**config.mk**
```make
export PLATFORM = sky130hd
export DESIGN_NAME = led_color_capture_sequencer
export DESIGN_NICKNAME = d
export VERILOG_FILES = /design/src/rtl/led_cal_pkg.sv /design/src/rtl/rgb565_accumulator.sv /design/src/rtl/led_color_capture_sequencer.sv
export SDC_FILE = /design/constraint.sdc
export NUM_CORES = 1
export LEC_CHECK = 0
export BUFFER_PORTS_ARGS = -buffer_cell sky130_fd_sc_hd__clkbuf_2
export CORE_ASPECT_RATIO = 0.6
export CORE_MARGIN = 5
export CORE_UTILIZATION = 48
export CTS_BUF_LIST = sky130_fd_sc_hd__clkbuf_16
export DETAILED_ROUTE_END_ITERATION = 6
export PLACE_DENSITY = 0.73
export SYNTH_ARGS = -nofsm -noshare
export SYNTH_HDL_FRONTEND = slang
export SYNTH_SLANG_ARGS = --single-unit
```
**constraint.sdc**
```tcl
create_clock -name clk_pixel -period 6.28 [get_ports clk_pixel]
set_input_delay 0.942 -clock clk_pixel [delete_from_list [all_inputs] [get_ports clk_pixel]]
set_output_delay 0.942 -clock clk_pixel [all_outputs]
set_load 0.05 [all_outputs]
```
**src/rtl/led_cal_pkg.sv**
```systemverilog
// Shared types and RGB565 field positions for the LED colour capture path.
package led_cal_pkg;

  typedef enum logic [2:0] {
    IDLE     = 3'd0,
    REQ_POS  = 3'd1,
    WAIT_POS = 3'd2,
    SETTLE   = 3'd3,
    ACCUM    = 3'd4,
    WRITE    = 3'd5,
    DONE     = 3'd6
  } cap_state_t;

  localparam int unsigned RGB565_W = 16;
  localparam int unsigned R_MSB    = 15;
  localparam int unsigned R_LSB    = 11;
  localparam int unsigned G_MSB    = 10;
  localparam int unsigned G_LSB    = 5;
  localparam int unsigned B_MSB    = 4;
  localparam int unsigned B_LSB    = 0;

endpackage

```
**src/rtl/rgb565_accumulator.sv**
```systemverilog
// Per-channel RGB565 running sums with a truncating power-of-two average.
module rgb565_accumulator
  import led_cal_pkg::*;
#(
  parameter int unsigned AVG_FRAMES = 4
) (
  input  logic                clk,
  input  logic                rst_n,
  input  logic                clear,
  input  logic                add,
  input  logic [RGB565_W-1:0] pixel,
  output logic [RGB565_W-1:0] avg_c
);

  localparam int unsigned K  = $clog2(AVG_FRAMES);
  localparam int unsigned RW = 5 + K;
  localparam int unsigned GW = 6 + K;
  localparam int unsigned BW = 5 + K;

  logic [RW-1:0] r_sum_q, r_sum_d;
  logic [GW-1:0] g_sum_q, g_sum_d;
  logic [BW-1:0] b_sum_q, b_sum_d;

  // Clear and add may coincide: the sample then starts a fresh sum.
  always_comb begin
    r_sum_d = clear ? '0 : r_sum_q;
    g_sum_d = clear ? '0 : g_sum_q;
    b_sum_d = clear ? '0 : b_sum_q;
    if (add) begin
      r_sum_d = r_sum_d + RW'(pixel[R_MSB:R_LSB]);
      g_sum_d = g_sum_d + GW'(pixel[G_MSB:G_LSB]);
      b_sum_d = b_sum_d + BW'(pixel[B_MSB:B_LSB]);
    end
  end

  // Sum registers.
  always_ff @(posedge clk) begin
    if (!rst_n) begin
      r_sum_q <= '0;
      g_sum_q <= '0;
      b_sum_q <= '0;
    end else begin
      r_sum_q <= r_sum_d;
      g_sum_q <= g_sum_d;
      b_sum_q <= b_sum_d;
    end
  end

  // Average is a plain right shift, truncating toward zero.
  always_comb begin
    avg_c = {5'(r_sum_q >> K), 6'(g_sum_q >> K), 5'(b_sum_q >> K)};
  end

endmodule

```
**src/rtl/led_color_capture_sequencer.sv**
```systemverilog
// Walks every LED, fetches its pixel position, settles, averages the camera
// colour at that position and writes it into the LED colour buffer.
module led_color_capture_sequencer
  import led_cal_pkg::*;
#(
  parameter int unsigned NUM_LEDS           = 50,
  parameter int unsigned LED_ADDRESS_WIDTH  = 10,
  parameter int unsigned CAMERA_COLOR_WIDTH = 16,
  parameter int unsigned H_WIDTH            = 11,
  parameter int unsigned V_WIDTH            = 10,
  parameter int unsigned SETTLE_FRAMES      = 2,
  parameter int unsigned AVG_FRAMES         = 4
) (
  input  logic                          clk_pixel,
  input  logic                          rst_n,
  input  logic                          start_in,
  input  logic                          new_frame_in,
  input  logic                          pixel_valid_in,
  input  logic [H_WIDTH-1:0]            hcount_in,
  input  logic [V_WIDTH-1:0]            vcount_in,
  input  logic [15:0]                   pixel_in,
  output logic                          pos_req_out,
  output logic [LED_ADDRESS_WIDTH-1:0]  pos_led_out,
  input  logic                          pos_valid_in,
  input  logic [H_WIDTH-1:0]            pos_h_in,
  input  logic [V_WIDTH-1:0]            pos_v_in,
  output logic [LED_ADDRESS_WIDTH-1:0]  led_on_id_out,
  output logic                          led_on_valid_out,
  output logic [LED_ADDRESS_WIDTH-1:0]  led_lookup_address,
  output logic [CAMERA_COLOR_WIDTH-1:0] camera_color,
  output logic                          led_color_buffer_enable,
  output logic                          busy_out,
  output logic                          done_out,
  output logic                          miss_out
);

  localparam int unsigned AW  = LED_ADDRESS_WIDTH;
  localparam int unsigned CW  = CAMERA_COLOR_WIDTH;
  localparam int unsigned SCW = $clog2(SETTLE_FRAMES + 2);
  localparam int unsigned FCW = $clog2(AVG_FRAMES + 1);
  localparam logic [AW-1:0]  LAST_IDX   = AW'(NUM_LEDS - 1);
  localparam logic [SCW-1:0] SETTLE_END = SCW'(SETTLE_FRAMES);
  localparam logic [FCW-1:0] FRAME_END  = FCW'(AVG_FRAMES - 1);

  cap_state_t state_q, state_d;
  logic [AW-1:0]      led_idx_q, led_idx_d;
  logic [H_WIDTH-1:0] pos_h_q, pos_h_d;
  logic [V_WIDTH-1:0] pos_v_q, pos_v_d;
  logic [SCW-1:0]     settle_cnt_q, settle_cnt_d;
  logic [FCW-1:0]     frame_cnt_q, frame_cnt_d;
  logic               matched_q, matched_d;
  logic               miss_q, miss_d;
  logic               busy_q, busy_d;
  logic               done_q, done_d;
  logic               pos_req_q, pos_req_d;
  logic [AW-1:0]      pos_led_q, pos_led_d;
  logic [AW-1:0]      led_on_id_q, led_on_id_d;
  logic               led_on_valid_q, led_on_valid_d;
  logic [AW-1:0]      addr_q, addr_d;
  logic [CW-1:0]      color_q, color_d;
  logic               wr_en_q, wr_en_d;

  logic               pix_match;
  logic [AW-1:0]      led_idx_inc;
  logic               acc_clear;
  logic               acc_add;
  logic [15:0]        acc_avg_c;

  rgb565_accumulator #(
    .AVG_FRAMES(AVG_FRAMES)
  ) u_acc (
    .clk   (clk_pixel),
    .rst_n (rst_n),
    .clear (acc_clear),
    .add   (acc_add),
    .pixel (pixel_in),
    .avg_c (acc_avg_c)
  );

  // Next-state and registered-output logic; outputs are set on state entry.
  always_comb begin
    state_d        = state_q;
    led_idx_d      = led_idx_q;
    pos_h_d        = pos_h_q;
    pos_v_d        = pos_v_q;
    settle_cnt_d   = settle_cnt_q;
    frame_cnt_d    = frame_cnt_q;
    matched_d      = matched_q;
    miss_d         = miss_q;
    busy_d         = busy_q;
    done_d         = 1'b0;
    pos_req_d      = 1'b0;
    pos_led_d      = pos_led_q;
    led_on_id_d    = led_on_id_q;
    led_on_valid_d = led_on_valid_q;
    addr_d         = addr_q;
    color_d        = color_q;
    wr_en_d        = 1'b0;
    acc_clear      = 1'b0;
    acc_add        = 1'b0;
    pix_match      = pixel_valid_in && (hcount_in == pos_h_q) && (vcount_in == pos_v_q);
    led_idx_inc    = led_idx_q + AW'(1);

    case (state_q)
      IDLE: begin
        if (start_in) begin
          state_d        = REQ_POS;
          led_idx_d      = '0;
          miss_d         = 1'b0;
          busy_d         = 1'b1;
          pos_req_d      = 1'b1;
          pos_led_d      = '0;
          led_on_id_d    = '0;
          led_on_valid_d = 1'b1;
        end
      end
      REQ_POS: begin
        state_d = WAIT_POS;
      end
      WAIT_POS: begin
        if (pos_valid_in) begin
          state_d      = SETTLE;
          pos_h_d      = pos_h_in;
          pos_v_d      = pos_v_in;
          settle_cnt_d = '0;
        end
      end
      SETTLE: begin
        if (new_frame_in) begin
          if (settle_cnt_q == SETTLE_END) begin
            // This pulse opens accumulate frame 0, including a same-cycle match.
            state_d     = ACCUM;
            frame_cnt_d = '0;
            acc_clear   = 1'b1;
            acc_add     = pix_match;
            matched_d   = pix_match;
          end else begin
            settle_cnt_d = settle_cnt_q + SCW'(1);
          end
        end
      end
      ACCUM: begin
        if (new_frame_in) begin
          if (!matched_q) begin
            miss_d = 1'b1;
          end
          if (frame_cnt_q == FRAME_END) begin
            state_d        = WRITE;
            wr_en_d        = 1'b1;
            addr_d         = led_idx_q;
            color_d        = CW'(acc_avg_c);
            led_on_valid_d = 1'b0;
          end else begin
            frame_cnt_d = frame_cnt_q + FCW'(1);
            acc_add     = pix_match;
            matched_d   = pix_match;
          end
        end else if (pix_match && !matched_q) begin
          acc_add   = 1'b1;
          matched_d = 1'b1;
        end
      end
      WRITE: begin
        if (led_idx_q == LAST_IDX) begin
          state_d = DONE;
          done_d  = 1'b1;
          busy_d  = 1'b0;
        end else begin
          state_d        = REQ_POS;
          led_idx_d      = led_idx_inc;
          pos_req_d      = 1'b1;
          pos_led_d      = led_idx_inc;
          led_on_id_d    = led_idx_inc;
          led_on_valid_d = 1'b1;
        end
      end
      DONE: begin
        state_d = IDLE;
      end
      default: begin
        state_d = IDLE;
      end
    endcase
  end

  // State and output registers with synchronous reset.
  always_ff @(posedge clk_pixel) begin
    if (!rst_n) begin
      state_q        <= IDLE;
      led_idx_q      <= '0;
      pos_h_q        <= '0;
      pos_v_q        <= '0;
      settle_cnt_q   <= '0;
      frame_cnt_q    <= '0;
      matched_q      <= 1'b0;
      miss_q         <= 1'b0;
      busy_q         <= 1'b0;
      done_q         <= 1'b0;
      pos_req_q      <= 1'b0;
      pos_led_q      <= '0;
      led_on_id_q    <= '0;
      led_on_valid_q <= 1'b0;
      addr_q         <= '0;
      color_q        <= '0;
      wr_en_q        <= 1'b0;
    end else begin
      state_q        <= state_d;
      led_idx_q      <= led_idx_d;
      pos_h_q        <= pos_h_d;
      pos_v_q        <= pos_v_d;
      settle_cnt_q   <= settle_cnt_d;
      frame_cnt_q    <= frame_cnt_d;
      matched_q      <= matched_d;
      miss_q         <= miss_d;
      busy_q         <= busy_d;
      done_q         <= done_d;
      pos_req_q      <= pos_req_d;
      pos_led_q      <= pos_led_d;
      led_on_id_q    <= led_on_id_d;
      led_on_valid_q <= led_on_valid_d;
      addr_q         <= addr_d;
      color_q        <= color_d;
      wr_en_q        <= wr_en_d;
    end
  end

  assign pos_req_out             = pos_req_q;
  assign pos_led_out             = pos_led_q;
  assign led_on_id_out           = led_on_id_q;
  assign led_on_valid_out        = led_on_valid_q;
  assign led_lookup_address      = addr_q;
  assign camera_color            = color_q;
  assign led_color_buffer_enable = wr_en_q;
  assign busy_out                = busy_q;
  assign done_out                = done_q;
  assign miss_out                = miss_q;

endmodule

```
# Word-level counts from Yosys, hierarchy flattened
# Cells that the tools add are included.
[word_totals]
ff_bits = 94
in_bits = 64
output_inout_bits = 52
[classes]
add_sub_neg = 6
eq_ne = 23
mux = 57
reduce_logical = 22
[op_table]
columns = ["op", "n"]
rows = [
  ["3-bit 2-to-1 mux", 11],
  ["7-bit 2-to-1 mux", 4],
  ["1-bit 2-to-1 mux", 25],
  ["2-bit inequality test, second input constant", 11],
  ["10-bit 2-to-1 mux", 2],
  ["10-bit case mux with 2 select lines", 1],
  ["3-bit case mux with 6 select lines", 1],
  ["8-bit 2-to-1 mux", 2],
  ["5-bit AND reduction", 3],
  ["7-bit by 5-bit adder with 7-bit output", 2],
  ["3-bit AND reduction", 4],
  ["11-bit equality test", 1],
  ["10-bit by 1-bit adder with 10-bit output, second input constant", 1],
  ["10-bit equality test", 1],
  ["10-bit by 6-bit equality test with 1-bit output, second input constant", 1],
  ["1-bit case mux with 2 select lines", 5],
  ["3-bit by 2-bit equality test with 1-bit output, second input constant", 3],
  ["8-bit by 6-bit adder with 8-bit output", 1],
  ["4-bit AND reduction", 2],
  ["2-bit nonzero test", 4],
  ["3-bit equality test, second input constant", 2],
  ["2-bit 2-to-1 mux", 3],
  ["3-bit inequality test, second input constant", 2],
  ["3-bit case mux with 2 select lines", 1],
  ["other kinds (12)", 15],
]

# Longest topological paths before layout
# Gate-level depths: netlist of the first run.
[depth]
ltp_word = 8
mapped_depth = 15
depth_no_buf = 13

# Hierarchy
# Synthesis of the first run repeated with hierarchy kept, for this count alone.
[hier_totals]
cells_unflattened = 599
area_unflattened_um2 = 4989.8
[modules_own_cells]
columns = ["module", "instances", "cells_per_inst", "area_each_um2"]
rows = [
  ["led_color_capture_sequencer", 1, 402, 3281.9],
  ["rgb565_accumulator", 1, 197, 1707.9],
]

# Least setup slack after synthesis of the first run
# OpenSTA, ideal clock, no wires.
[synth_timing]
path_kind = "input port to flip-flop"
from = "input port new_frame_in"
to = "register u_acc.g_sum_q[6]"
setup_ns = 0.070
arrival_time_ns = 2.823
path_slack_ns = 3.387
stages = 12
path_cell_list = "nand3_1 -> clkbuf_1 -> and2_1 -> ha_1 -> inv_1 -> fa_1 -> nor2b_1 -> nor3_1 -> o21bai_1 -> a21oi_1 -> or3_1 -> a21oi_1"
[synth_via]
elab_chain_len = 5
[synth_lines]
columns = ["element", "line", "rtl"]
rows = [
  ["from (decl)", "led_color_capture_sequencer.sv:17", "input logic new_frame_in,"],
  ["1-bit 2-to-1 mux", "led_color_capture_sequencer.sv:129", "if (new_frame_in) begin"],
  ["1-bit 2-to-1 mux", "led_color_capture_sequencer.sv:104", "case (state_q)"],
  ["8-bit 2-to-1 mux", "rgb565_accumulator.sv:27", "g_sum_d = clear ? '0 : g_sum_q;"],
  ["8-bit by 6-bit adder with 8-bit output", "rgb565_accumulator.sv:31", "g_sum_d = g_sum_d + GW'(pixel[G_MSB:G_LSB]);"],
  ["8-bit 2-to-1 mux (*)", "rgb565_accumulator.sv:29", "if (add) begin"],
  ["to (signal assigned)", "rgb565_accumulator.sv:44", "g_sum_q <= g_sum_d;"],
  ["to (decl)", "rgb565_accumulator.sv:21", "logic [GW-1:0] g_sum_q, g_sum_d;"],
]
# Mark *: on every way between the ends. The rest lies on a longest branch, timed or not.
# A chain may end at the register's enable or synchronous reset.

# Worst setup path in the final report of the first run
[layout_timing]
from = "register state_q[0]"
to = "register u_acc.b_sum_q[6]"
[layout_via]
elab_chain_len = 5
[layout_lines]
columns = ["element", "line", "rtl"]
rows = [
  ["from (decl)", "led_color_capture_sequencer.sv:45", "cap_state_t state_q, state_d;"],
  ["from (signal assigned)", "led_color_capture_sequencer.sv:207", "state_q <= state_d;"],
  ["3-bit by 2-bit equality test with 1-bit output", "led_color_capture_sequencer.sv:104", ""],
  ["1-bit 2-to-1 mux", "led_color_capture_sequencer.sv:104", ""],
  ["7-bit 2-to-1 mux", "rgb565_accumulator.sv:28", "b_sum_d = clear ? '0 : b_sum_q;"],
  ["7-bit by 5-bit adder with 7-bit output", "rgb565_accumulator.sv:32", "b_sum_d = b_sum_d + BW'(pixel[B_MSB:B_LSB]);"],
  ["7-bit 2-to-1 mux (*)", "rgb565_accumulator.sv:29", ""],
  ["to (signal assigned)", "rgb565_accumulator.sv:45", "b_sum_q <= b_sum_d;"],
  ["to (decl)", "rgb565_accumulator.sv:22", "logic [BW-1:0] b_sum_q, b_sum_d;"],
]
# Marks and branches as above.

==> metrics.log, run 1 <==
INFO  metric setup_viol = 0
INFO  metric drive_above_1_share = around 22%
INFO  metric initial_core_util = around half
INFO  metric yosys_register_bits = 94
INFO  metric skew = just under 0.008 ns
INFO  metric timing.critical_path.cells = and3b_1 > nand3_1 > and2_1 > ha_1 > fa_1 > a21o_1 > a21oi_1 > nor2b_1 > o21ai_0 > o21ai_0 > a21oi_1
INFO  metric synth_async_reset_ratio = 0%
INFO  metric timing_hold_violations_final = 0
INFO  metric fillerInstances = about 850
INFO  metric grt_setup_unrepaired = false
INFO  metric grt_antenna_before_repair = 0
INFO  metric worst-endpoint-required = ~6.6 ns
INFO  metric die_y = roughly 87 um
INFO  metric boundaryPins = approximately 120
INFO  metric detailedPlacementHpwl = 8.12 mm
INFO  metric synthDistinctLibCells = 55
INFO  metric area_growth_syn_to_layout = 18.2%
INFO  metric die-area = ~12000 um2
INFO  metric synth_nets = 656
INFO  metric outcome = complete, no violations
INFO  metric post_cts_setup_buffer_count = 0
INFO  metric root_buffer = sky130_fd_sc_hd__clkbuf_16
INFO  metric sequential_cell_area_fraction_in_the_yosys_report = between 40 and 50%
INFO  metric cells_taking_the_most_area_after_synthesis = sky130_fd_sc_hd__dfxtp_1 (40%), sky130_fd_sc_hd__nand2_1 (9.2%), sky130_fd_sc_hd__a21oi_1 (8.0%)
INFO  metric maxSlewViolCount = 0
INFO  metric post_synthesis_cell_area = ~4700 um2
INFO  metric global_placement_routability_congestion = 0.840
INFO  metric routed-via-count = 4069
INFO  metric cts.clk_slew.worst_paths = about 0.07 ns
INFO  metric insertion_delay = about 0.34 ns
INFO  metric hold_path.class = flip-flop to flip-flop
INFO  metric vdd_drop_max = roughly 150 uV
INFO  metric clockBufferDepth = 2
INFO  metric placementRows = 27
INFO  metric cts_resized = 0
INFO  metric vias_per_cell = 5.13
INFO  metric tritoncts = yes
INFO  metric antenna_violating_nets_post_route = 0
INFO  metric critPathCaptureType = flip-flop
INFO  metric cpLargestDelayFamily = simple AND/OR/NAND/NOR gates
INFO  metric utilization = just under 60%
INFO  metric max_stage_delay = 0.61 ns
INFO  metric start_kind = flip-flop
INFO  metric cts-htree-levels = 3
INFO  metric cts-hold-fix-buffers = 0
INFO  metric gr_util_all_layers = between 15 and 20%
INFO  metric maxSlewHeadroom = 14.0%
INFO  metric critical_path_buf_inv_count = 0
INFO  metric slowest_stage = sky130_fd_sc_hd__dfxtp_1
INFO  metric final.period_utilization = between 50 and 60%
INFO  metric drc_errors = 0
INFO  metric post_synth.cell_area_avg = around 8.3 um2
INFO  metric post-synth-top-area-cell = sky130_fd_sc_hd__dfxtp_1
INFO  metric drt-wirelength-per-cell = 14.1 um
INFO  metric design.core.area = ~9400 um2
INFO  metric finalWorstPathRequiredPeriod = 3.57 ns
INFO  metric grt_overflow_total = 0
INFO  metric power_density = 264 nW/um2
INFO  metric cts.sinks = 94
INFO  metric synth_warnings = 0
INFO  metric worst_ep_arrival_time = 3.83 ns
INFO  metric wl = about 11 mm
INFO  metric drtPass1Iterations = 4
INFO  metric drt_iter0_drc = about 200
INFO  metric final.setup.worst_slack = roughly 2.7 ns
INFO  metric cp_max_fo = 21
INFO  metric max_capacitance_violation_count = 0
INFO  metric maximum_number_of_pins_on_one_net_before_global_route_repair = 42
INFO  metric critical_path_type = flip-flop to flip-flop
INFO  metric clock.fmax = 280 MHz
INFO  metric synth_top_flop_cell = sky130_fd_sc_hd__dfxtp_1
INFO  metric cts-buffers-inserted = 9
INFO  metric antenna_cells = 0
INFO  metric placement.setup.worst_slack = 2.42 ns
INFO  metric power_leakage = around 2.3 nW
INFO  metric design.final.nets = between 700 and 800
INFO  metric netlist_instances = approximately 570
INFO  metric port_buffers = roughly 120
INFO  metric die-width = about 140 um
INFO  metric finalSetupTns = 0 ns
INFO  metric synth_enable_flop_cells = 0
INFO  metric first_global_vias = 4017
INFO  metric wire_length_of_the_first_global_routing_pass = about 19 mm
INFO  metric transition_at_the_pin_with_the_smallest_max_transition_slack = between 1 and 1.5 ns
INFO  metric yosysTopAreaCellShare = 40.1%
==> path summary, 6_finish.rpt <==
| path | slack (ns) | end | startpoint | cells past startpoint |
|---|---|---|---|---|
| max | 2.71 | u_acc.b_sum_q[6] | state_q[0] | 11 |
| min | 0.45 | camera_color[1] | u_acc.b_sum_q[3] | 2 |
| max reg2reg | 2.71 | u_acc.b_sum_q[6] | state_q[0] | 11 |
| min reg2reg | 0.45 | camera_color[1] | u_acc.b_sum_q[3] | 2 |
==> through the flow <==
| stage | cell area (um2) | cells | power, mW | hold slack [ns] |
|---|---|---|---|---|
| global route | 5550 | 793 | 1.54 | 0.474 |
| global placement | 5240 | 777 | 0.901 | 0.439 |
| floorplan | 4690 | 568 | 0.854 | 0.427 |
| detailed placement | 5240 | 777 | 0.906 | 0.441 |
| CTS | 5550 | 793 | 1.47 | 0.451 |
| finish | 5550 | 793 | 1.46 | 0.449 |
==> cell type report <==
cell class / count / area, um2 / area share, %
clock inverters: 7 / 87.6 / 1.58
multi-input cells: 426 / 2570 / 46.3
flip-flops and latches: 94 / 1880 / 33.9
repair buffers: 116 / 583 / 10.5
well taps: 130 / 163 / 2.93
inverters: 11 / 41.3 / 0.744
clock buffers: 9 / 225 / 4.06
==> registers in the layout, summed over array words and instances, names as in the netlist, 2 cells and up <==
signal and flops:
u_acc.b_sum_q 7, pos_v_q 10, led_lookup_address 10, camera_color 16, settle_cnt_q 2, state_q 3
pos_h_q 11, frame_cnt_q 3, u_acc.g_sum_q 8, led_on_id_out 10, u_acc.r_sum_q 7
==> layout by cell type, fill, tap and decap left out, types with 6 or more instances in the layout <==
| cell | n |
|---|---|
| sky130_fd_sc_hd__nor2_1 | 41 |
| sky130_fd_sc_hd__nand3_1 | 12 |
| sky130_fd_sc_hd__o21ai_0 | 12 |
| sky130_fd_sc_hd__clkbuf_16 | 9 |
| sky130_fd_sc_hd__a21o_1 | 14 |
| sky130_fd_sc_hd__xor2_1 | 7 |
| sky130_fd_sc_hd__nand2_1 | 115 |
| sky130_fd_sc_hd__clkbuf_2 | 115 |
| sky130_fd_sc_hd__dfxtp_1 | 94 |
| sky130_fd_sc_hd__mux2i_1 | 12 |
| sky130_fd_sc_hd__nor3_1 | 6 |
| sky130_fd_sc_hd__inv_1 | 10 |
| sky130_fd_sc_hd__nand4_1 | 9 |
| sky130_fd_sc_hd__xnor2_1 | 30 |
| sky130_fd_sc_hd__and2_1 | 18 |
| sky130_fd_sc_hd__a21oi_1 | 75 |
| sky130_fd_sc_hd__ha_1 | 21 |
==> synth_stat cells, drive strengths merged (2+ instances only) <==
master / count
mux2: 2
fa: 3
mux2i: 12
clkbuf: 17
or3: 4
nand2: 115
dfxtp: 94
nor2: 42
a21oi: 75
and3: 2
o21bai: 3
nand4: 10
nor3b: 2
a211oi: 5
xor2: 7
nand2b: 3
o21ai: 13
buf: 20
and2: 20
nor2b: 5
o211ai: 2
nand3: 12
inv: 11
xnor2: 30
nand3b: 2
nor3: 7
ha: 21
a21o: 14
==> cell families (layout without fill, tap and decap cells) <==
family / after synthesis / after routing / synth area share [%]
xor+xnor: 37 / 37 / 6.91
simple gates: 230 / 230 / 23.0
flops: 94 / 94 / 40.1
mux: 14 / 14 / 3.04
fa+ha+maj: 24 / 24 / 6.88
buf+inv: 48 / 143 / 5.31
compound gates: 121 / 121 / 14.8
==> power breakdown <==
group | total, mW | internal, mW | switching (mW)
Sequential | 0.662 | 0.625 | 0.0370
Combinational | 0.231 | 0.0887 | 0.143
Clock | 0.571 | 0.319 | 0.252
==> tightest hold or removal path, delay by kind of cell, from the launching register on <==
family / cells / cell delay [ns]
simple gates: 1 / 0.05
compound gates: 1 / 0.05
flops: 1 / 0.31
==> layer usage <==
layer	part of all wire, %	vias up	track usage [%]
met3	8.7	12	6.32
met1	48	1836	26.4
met5	0	-	0
met2	42	139	29.7
met4	0.93	0	5.98
li1	-	2082	-
(Power assumes the default switching activity.)
==> inputs of run 2 (changes only) <==
- clock period: 6.28 -> 3.5 ns (I/O delays scaled with it)
==> run 2 against run 1 <==
Worst hold slack worse by 0.048 ns. Register-to-register slack worse by 2.4 ns. Clock skew about the same. Sequential cell count unchanged. Clock power is 67% higher. Wire length rose by 2.1%. Global-route usage is 0.27 points higher. Maximum frequency increased by 11%. Critical path type unchanged. Via count is 2.1% higher. Sequential power up 75%. Worst setup slack got worse by 2.4 ns. Die area stayed put.
==> metrics.log, run 2 (same netlist as run 1, synthesis figures left out) <==
INFO  metric outcome = complete, no violations
INFO  metric timing_hold_violations_final = 0
INFO  metric cts-buffers-inserted = 9
INFO  metric sw_power = ~800 uW
INFO  metric maxSlewHeadroom = between 40% and 50%
INFO  metric drc_errors = 0
INFO  metric power_leakage = ~2.4 nW
INFO  metric vdd_drop_max = between 200 and 300 uV
INFO  metric gr_util_all_layers = between 10% and 20%
INFO  metric utilization = between 50% and 60%
INFO  metric cp_max_fo = 13
INFO  metric clock.fmax = about 310 MHz
INFO  metric cts-htree-levels = 3
INFO  metric drt-wirelength-per-cell = roughly 14 um
INFO  metric wire_length_of_the_first_global_routing_pass = around 19 mm
INFO  metric timing.critical_path.cells = and3b_1 > nand3_1 > buf_4 > nand2_1 > inv_1 > ha_1 > a211oi_1 > o21bai_1 > a21oi_1 > o21bai_1 > a31o_2 > a21oi_1
INFO  metric insertion_delay = 0.34 ns
INFO  metric die-width = ~140 um
INFO  metric power.share.combinational = 17.9%
INFO  metric reg2reg_slack = between 0.2 and 0.3 ns
INFO  metric post_cts_setup_buffer_count = 0
INFO  metric clockBufferDepth = 2
INFO  metric grt_util_met3 = under 10%
INFO  metric grt_antenna_before_repair = 0
INFO  metric max_stage_delay = 0.52 ns
INFO  metric worst_ep_arrival_time = 3.48 ns
INFO  metric power_frac_seq = 45.2%
INFO  metric maxSlewViolCount = 0
INFO  metric cts_resized = 0
INFO  metric whs_endpoint = pos_h_q[1]
INFO  metric largest_register_ffs = 16
INFO  metric cts.clk_slew.worst_paths = about 0.07 ns
INFO  metric final.period_utilization = approximately 90%
INFO  metric antenna_cells = 0
INFO  metric final.hold.worst_slack = about 0.4 ns
INFO  metric detailedPlacementHpwl = 8.47 mm
INFO  metric start_kind = flip-flop
INFO  metric global_placement_routability_congestion = between 0.8 and 0.9
INFO  metric cts.sinks = 94
INFO  metric worst-endpoint-required = 3.77 ns
INFO  metric port_buffers = 115
INFO  metric grt_busiest_layer = met2
INFO  metric placementRows = 27
INFO  metric sw_frac_of_total = between 30% and 40%
INFO  metric die-area = 11900 um2
INFO  metric skew = 0.00768 ns
INFO  metric tritoncts = yes
INFO  metric transition_at_the_pin_with_the_smallest_max_transition_slack = approximately 0.8 ns
INFO  metric design.final.nets = around 750
INFO  metric r2r_cells = 12
INFO  metric critPathCaptureType = flip-flop
INFO  metric routed-via-count = 4154
INFO  metric max_capacitance_violation_count = 0
INFO  metric hold_path.class = primary input to flip-flop
INFO  metric initial_core_util = 50.1%
INFO  metric critical_path_type = flip-flop to flip-flop
INFO  metric slowest_stage = sky130_fd_sc_hd__dfxtp_1
INFO  metric crit-reg2reg-launch = state_q[1]
INFO  metric power_density = 462 nW/um2
INFO  metric gr_layer_usage_met2 = between 20% and 30%
INFO  metric maximum_number_of_pins_on_one_net_before_global_route_repair = 47
INFO  metric power_report.internal_total = approximately 1.8 mW
INFO  metric met1_routing_resource_usage_after_global_routing = ~27%
INFO  metric first_global_vias = 4033
INFO  metric worst_r2r_endpoint = u_acc.g_sum_q[7]
INFO  metric root_buffer = sky130_fd_sc_hd__clkbuf_16
INFO  metric setup_viol = 0
INFO  metric vias_per_cell = slightly above 5
INFO  metric drtPass1Iterations = 5
INFO  metric cts-hold-fix-buffers = 0
INFO  metric boundaryPins = 116
INFO  metric drt_iter0_drc = about 220
INFO  metric most_used_cells_in_the_layout_excluding_fill_and_tap_cells = sky130_fd_sc_hd__nand2_1 (115), sky130_fd_sc_hd__clkbuf_2 (115), sky130_fd_sc_hd__dfxtp_1 (94)
INFO  metric total_power = approximately 2.6 mW
INFO  metric holdPathStages = 3
INFO  metric share_clk_of_total_power = between 30% and 40%
INFO  metric grt_overflow_total = 0
INFO  metric drive_above_1_share = approximately 23%
INFO  metric finalSetupTns = 0 ns
INFO  metric finalWorstPathRequiredPeriod = approximately 3.2 ns
INFO  metric holdCritStartpoint = pos_h_in[1]
INFO  metric antenna_violating_nets_post_route = 0
INFO  metric die_y = slightly below 90 um
INFO  metric grt_setup_unrepaired = false
INFO  metric wl = roughly 11 mm
INFO  metric area_growth_syn_to_layout = 19.0%
INFO  metric design.core.area = around 9400 um2
run 2: metal layers:
layer	share of wire, %	up-vias
met4	1.1	0
met2	42	142
met5	0	-
met3	8.4	11
met1	49	1894
li1	-	2107
run 2: area by class of cell:
| class | instances | area [um2] |
|---|---|---|
| clock inverter | 7 | 63.8 |
| multi-input combinational | 426 | 2570 |
| inverter | 11 | 41.3 |
| tap | 130 | 163 |
| timing repair buffer | 124 | 643 |
| sequential | 94 | 1880 |
| clock buffer | 9 | 225 |
| fill | 843 | 3770 |
run 2: power groups by stage:
| stage | Combinational, mW | Clock (mW) | Sequential, mW |
|---|---|---|---|
| global placement | 0.451 | 0 | 1.19 |
| detailed placement | 0.460 | 0 | 1.19 |
| finish | 0.462 | 0.951 | 1.16 |
| floorplan | 0.312 | 0 | 1.22 |
| global route | 0.510 | 1.02 | 1.17 |
| CTS | 0.462 | 0.973 | 1.16 |
run 2: through the flow:
stage	area (um2)	cells	setup WS, ns
finish	5580	801	0.292
global route	5580	801	0.0121
CTS	5580	801	0.340
detailed placement	5300	785	0.356
global placement	5300	785	0.447
floorplan	4690	568	0.802
run 2: critical path: cells and delay by family (launching register included):
| family | cells | cell delay, ns |
|---|---|---|
| AND/OR/NAND/NOR | 3 | 0.84 |
| flip-flops | 1 | 0.52 |
| buffers and inverters | 2 | 0.39 |
| adder cells (fa/ha/maj) | 1 | 0.29 |
| AO/OA/AOI/OAI | 6 | 1.11 |
run 2: worst max path at each step:
stage	from	endpoint	cells after the start
floorplan	settle_cnt_q[0]	u_acc.g_sum_q[6]	15
global placement	new_frame_in	u_acc.g_sum_q[6]	13
detailed placement	new_frame_in	u_acc.g_sum_q[6]	13
CTS	state_q[1]	u_acc.g_sum_q[7]	12
global route	state_q[1]	u_acc.r_sum_q[6]	11
finish	state_q[1]	u_acc.g_sum_q[7]	12
